<file path="config.mk">
export PLATFORM = sky130hd
export DESIGN_NAME = fetch_unit
export DESIGN_NICKNAME = d
export VERILOG_FILES = /design/src/rtl/fetch_unit.sv
export SDC_FILE = /design/constraint.sdc
export NUM_CORES = 1
export LEC_CHECK = 0
export CORE_UTILIZATION = 52
export DETAILED_ROUTE_END_ITERATION = 10
export PLACE_DENSITY = 0.91
export SKIP_CTS_REPAIR_TIMING = 1
export SLEW_MARGIN = 10
export SYNTH_ARGS = -nofsm -noshare
export SYNTH_HDL_FRONTEND = slang
export SYNTH_SLANG_ARGS = --single-unit
</file>
<file path="constraint.sdc">
create_clock -name clk -period 4.2 [get_ports clk]
set_clock_uncertainty 0.2 [all_clocks]
set_input_delay 0.84 -clock clk [delete_from_list [all_inputs] [get_ports clk]]
set_output_delay 0.84 -clock clk [all_outputs]
set_load 0.01 [all_outputs]
</file>
<file path="src/rtl/fetch_unit.sv">
// fetch_unit: instruction fetch stage with a 1-deep in-flight tracker and a
// 2-entry {pc, instr} output FIFO. Fetches are credit-limited so the FIFO can
// never overflow; a taken branch flushes everything and redirects fetch_pc.
//
// Optional feature: define FETCH_HALT_EN to enable the halt opcode (bits
// [15:12] == 4'hF). The halting word is delivered, then fetch stops until a
// branch redirect or reset. Without the macro, opcode 4'hF is ordinary.
//
// Ports:
//   clk             in   1   clock, all state on rising edge
//   rst             in   1   asynchronous active-high reset
//   stall           in   1   downstream cannot accept this cycle
//   branch_taken    in   1   redirect request from a later stage
//   branch_target   in   8   redirect PC
//   imem_addr       out  8   instruction memory address (fetch_pc register)
//   imem_rdata      in   16  synchronous memory data, one cycle after address
//   pc_out          out  8   PC of delivered instruction (FIFO head)
//   instruction_out out  16  delivered instruction (FIFO head)
//   valid_out       out  1   head holds a real instruction, 0 = bubble
//
// state  | meaning
// RUN    | fetching normally
// HALTED | halt word pushed; no issues until branch_taken or reset

module fetch_unit (
    input  logic        clk,
    input  logic        rst,
    input  logic        stall,
    input  logic        branch_taken,
    input  logic [7:0]  branch_target,
    output logic [7:0]  imem_addr,
    input  logic [15:0] imem_rdata,
    output logic [7:0]  pc_out,
    output logic [15:0] instruction_out,
    output logic        valid_out
);

    typedef enum logic {RUN = 1'b0, HALTED = 1'b1} state_t;

    state_t      state_q, state_d;
    logic [7:0]  fetch_pc_q, fetch_pc_d;
    logic        inflight_q, inflight_d;
    logic [7:0]  inflight_pc_q, inflight_pc_d;
    logic [1:0]  count_q, count_d;
    logic [7:0]  fifo_pc_q [2];
    logic [7:0]  fifo_pc_d [2];
    logic [15:0] fifo_instr_q [2];
    logic [15:0] fifo_instr_d [2];

    logic        pop;
    logic        push;
    logic        issue;
    logic        halt_hit;
    logic [2:0]  credit;
    logic [1:0]  count_after_pop;

    always_comb begin
        pop  = (count_q != 2'd0) && !stall;
        push = inflight_q;
        // Slots already claimed after this edge; pop implies count_q >= 1,
        // so the subtraction never wraps.
        credit = {1'b0, count_q} + {2'b00, inflight_q} - {2'b00, pop};
`ifdef FETCH_HALT_EN
        halt_hit = push && (imem_rdata[15:12] == 4'hF);
`else
        halt_hit = 1'b0;
`endif
        // The halt word's own edge must not launch the fetch behind it.
        issue = (state_q == RUN) && !halt_hit && (credit < 3'd2);

        state_d         = state_q;
        fetch_pc_d      = fetch_pc_q;
        inflight_d      = inflight_q;
        inflight_pc_d   = inflight_pc_q;
        count_d         = count_q;
        fifo_pc_d       = fifo_pc_q;
        fifo_instr_d    = fifo_instr_q;
        count_after_pop = count_q;

        if (branch_taken) begin
            count_d    = 2'd0;
            inflight_d = 1'b0;
            fetch_pc_d = branch_target;
            state_d    = RUN;
        end else begin
            if (pop) begin
                fifo_pc_d[0]    = fifo_pc_q[1];
                fifo_instr_d[0] = fifo_instr_q[1];
                count_after_pop = count_q - 2'd1;
            end
            count_d = count_after_pop;
            if (push) begin
                fifo_pc_d[count_after_pop[0]]    = inflight_pc_q;
                fifo_instr_d[count_after_pop[0]] = imem_rdata;
                count_d = count_after_pop + 2'd1;
            end
            if (halt_hit) begin
                state_d = HALTED;
            end
            inflight_d = issue;
            if (issue) begin
                inflight_pc_d = fetch_pc_q;
                fetch_pc_d    = fetch_pc_q + 8'd1;
            end
        end
    end

    always_ff @(posedge clk or posedge rst) begin
        if (rst) begin
            state_q         <= RUN;
            fetch_pc_q      <= 8'h00;
            inflight_q      <= 1'b0;
            inflight_pc_q   <= 8'h00;
            count_q         <= 2'd0;
            fifo_pc_q[0]    <= 8'h00;
            fifo_pc_q[1]    <= 8'h00;
            fifo_instr_q[0] <= 16'h0000;
            fifo_instr_q[1] <= 16'h0000;
        end else begin
            state_q         <= state_d;
            fetch_pc_q      <= fetch_pc_d;
            inflight_q      <= inflight_d;
            inflight_pc_q   <= inflight_pc_d;
            count_q         <= count_d;
            fifo_pc_q[0]    <= fifo_pc_d[0];
            fifo_pc_q[1]    <= fifo_pc_d[1];
            fifo_instr_q[0] <= fifo_instr_d[0];
            fifo_instr_q[1] <= fifo_instr_d[1];
        end
    end

    assign imem_addr       = fetch_pc_q;
    assign pc_out          = fifo_pc_q[0];
    assign instruction_out = fifo_instr_q[0];
    assign valid_out       = (count_q != 2'd0);

endmodule

</file>
==> qor.csv <==
stage;metric;value;unit
status;status;finished clean;
drt;WL per Instance;16.87;um
die;CORE AREA;0.005921;mm^2
layout;synthesis-to-finish area growth;21.88;%
logic_synthesis;post-synth top area share;52.26;%
layout;Layout Nets;317;
power;Max IR drop VDD;0.3924;mV
drt;Final ANT Viol Nets;0;
drt;Detailed Route WL;6156;um
die;io pins;61;
logic_synthesis;Post-Synthesis Cells;244;
logic_synthesis;number of flops mapped to enable cells by yosys;0;
sta;minimum clock period;3.617;ns
global_route;GRT Overall Usage;21.29;%
critical_path;CP Class;input pin to flop;
logic_synthesis;Synth Register Bits;67;
critical_path;Worst EP required;4.21;ns
logic_synthesis;Synth Cell Area;0.003208;mm^2
critical_path;CP most frequent cell;xnor2_2;
layout;share of layout cells above drive strength 1;21.03;%
drt;# DRC;0;
sta;Hold Vio Cnt, Final;0;
job;max-cap viol count;0;
drt;drt first-iter violations;131;
critical_path;Top Family by Delay on Critical Path;simple AND/OR/NAND/NOR gates;
global_route;met1 usage;27.91;%
critical_path;worst reg2reg path depth;11;
cts;CTS clock-pin slew for the worst setup and hold paths;0.07;ns
sta;worst slew pin tran;0.7156;ns
logic_synthesis;warnings from Yosys;0;
sta;RSZ-0062 raised after global routing;no;
die;Total Die Area;0.006488;mm^2
logic_synthesis;top cells by count, synth;dfrtp_1, nor2b_1, a221o_1, buf_4, mux2_4;
global_route;GRT overflow;0;
sta;Slew headroom;52.22;%
place;GP Congestion;0.8312;
power;Power Dens Cells;754.4;mW/mm^2
global_route;global-route wire length before repair;10190;um
logic_synthesis;post-synth top area cell;dfrtp_1;
logic_synthesis;Avg Inst Size Synth;13.15;um^2
drt;Via Count;1993;
cts;clk sinks;67;
layout;area of the multi-input gates;0.001235;mm^2
worst_hold_path;Hold WC Path Type;flop to flop;
die;row count;28;
critical_path;CP cell instances;clkdlybuf4s50_1 > or2_1 > xnor2_2 > ha_1 > inv_1 > fa_1 > xnor2_2 > nand2_1 > nor2_4 > mux2_2;
layout;Util after Layout;66.04;%
sta;fin crit share;86.12;%
place;Final HPWL DP;4002;um
critical_path;register-to-register setup slack;0.70;ns
cts;Clock Latency Late Sink;0.34;ns
sta;maximum clock frequency;276.5;MHz
cts;CTS tree;built;
sta;final setup TNS;0;ns
layout;sequential cell area;0.001677;mm^2
logic_synthesis;most common cell in the netlist;dfrtp_1;
die;Starting Density;54.18;%
die;Die Ht;80.55;um
global_route;vias in the first global route;2018;
power;LEAKAGE;1.725;nW
logic_synthesis;cells taking the most area after synthesis;dfrtp_1, mux2_4, a221o_1;
logic_synthesis;Distinct cells, synth;33;
critical_path;Reg-to-Reg Start;count_q[0];
global_route;met2 Use GR;33.64;%
cts;clk buf depth;2;
die;Die X;80.55;um
cts;cts bufs inserted;9;
global_route;largest net degree at the start of global routing;35;
layout;# diodes;0;
worst_hold_path;hold path endpoint;pc_out[2];
drt;post-DR vias/cell;5.460;
cts;clk root buf;clkbuf_8;
global_route;initial antenna violation count;0;
global_route;grt peak-use layer;met2;
sta;Final Max Slew Viols;0;
critical_path;CP Launch Type;input pin;
critical_path;buffer and inverter count on the worst path;2;
logic_synthesis;sequential share of the synthesized area;52.26;%
sta;Final Setup Violations;0;
critical_path;CP endpoint kind;flop;
layout;fill count;446;
place;Port Buffers;60;
critical_path;RR Endpoint;inflight_pc_q[1];
cts;CTS H-Tree Depth;3;
critical_path;crit-path max FO;9;
logic_synthesis;Synth Net Count;276;
global_route;met3 Use GR;4.773;%
critical_path;critical path's largest stage delay;0.41;ns
logic_synthesis;main flop type after synthesis;dfrtp_1;
worst_hold_path;Hold Crit Depth;1;
critical_path;slowest cell on the critical path;fa_1;
drt;Pre-antenna DRT Iters;4;
critical_path;crit path DAT;3.63;ns
logic_synthesis;Synth async-reset ratio;100.0;%
==> stage by stage <==
stage	std cells	power, mW	setup WS [ns]	hold WS (ns)	area, um^2
after floorplan	244	2.015	0.9105	0.2759	3208
after global placement	349	2.253	0.3995	0.2839	3670
after detailed placement	349	2.315	0.2528	0.2903	3670
after CTS	365	2.972	0.6137	0.2996	3910
after global routing	365	3.129	0.4536	0.3262	3910
final	365	2.950	0.5830	0.3027	3910
==> final cells by class <==
| cell class | count | area share (%) |
|---|---|---|
| Clock buffer | 9 | 3.168 |
| Tap cell | 75 | 2.400 |
| Inverter | 5 | 0.4800 |
| Sequential cell | 67 | 42.88 |
| Multi-Input combinational cell | 136 | 31.58 |
| Clock inverter | 7 | 2.976 |
| Timing Repair Buffer | 66 | 16.51 |
==> power breakdown <==
part	internal, mW	switching, mW
Clock	0.393	0.241
Combinational	0.706	0.484
Sequential	0.929	0.197
Total	2.03	0.922
==> placed cells by master, fill, tap and decap left out, types with 6 or more instances in the layout <==
master / netlist / layout
buf_4: 24 / 6
xor2_1: 7 / 7
o21ai_0: 9 / 9
clkbuf_8: 0 / 9
dfrtp_1: 67 / 67
mux2_4: 20 / 20
a221o_1: 24 / 24
mux2_2: 12 / 12
nor2b_1: 25 / 25
clkdlybuf4s50_1: 0 / 60
nand2_1: 10 / 10
==> kinds of logic (layout without fill, tap and decap cells) <==
group / after synthesis / count (layout) / synth area share (%)
compound gates: 36 / 36 / 9.516
buf+inv: 41 / 87 / 9.243
fa+ha+maj: 4 / 4 / 1.794
xor+xnor: 9 / 9 / 2.925
flops: 67 / 67 / 52.26
mux: 33 / 33 / 13.88
simple gates: 54 / 54 / 10.37
==> per-layer routing <==
| layer | up-vias | wire length, um |
|---|---|---|
| li1 | 923 | - |
| met1 | 999 | 2789 |
| met2 | 63 | 3040 |
| met3 | 8 | 249 |
| met4 | 0 | 76 |
| met5 | - | 0 |
==> worst max path at each step <==
stage / startpoint / to / slack (ns) / cells after the start
after global placement: stall / inflight_pc_q[5] / 0.40 / 10
final: stall / inflight_pc_q[1] / 0.58 / 10
after CTS: stall / inflight_pc_q[1] / 0.61 / 10
after global routing: stall / inflight_pc_q[1] / 0.45 / 10
after detailed placement: stall / inflight_pc_q[1] / 0.25 / 10
after floorplan: stall / inflight_pc_q[0] / 0.91 / 10
Power figures use the tool's default switching activity.
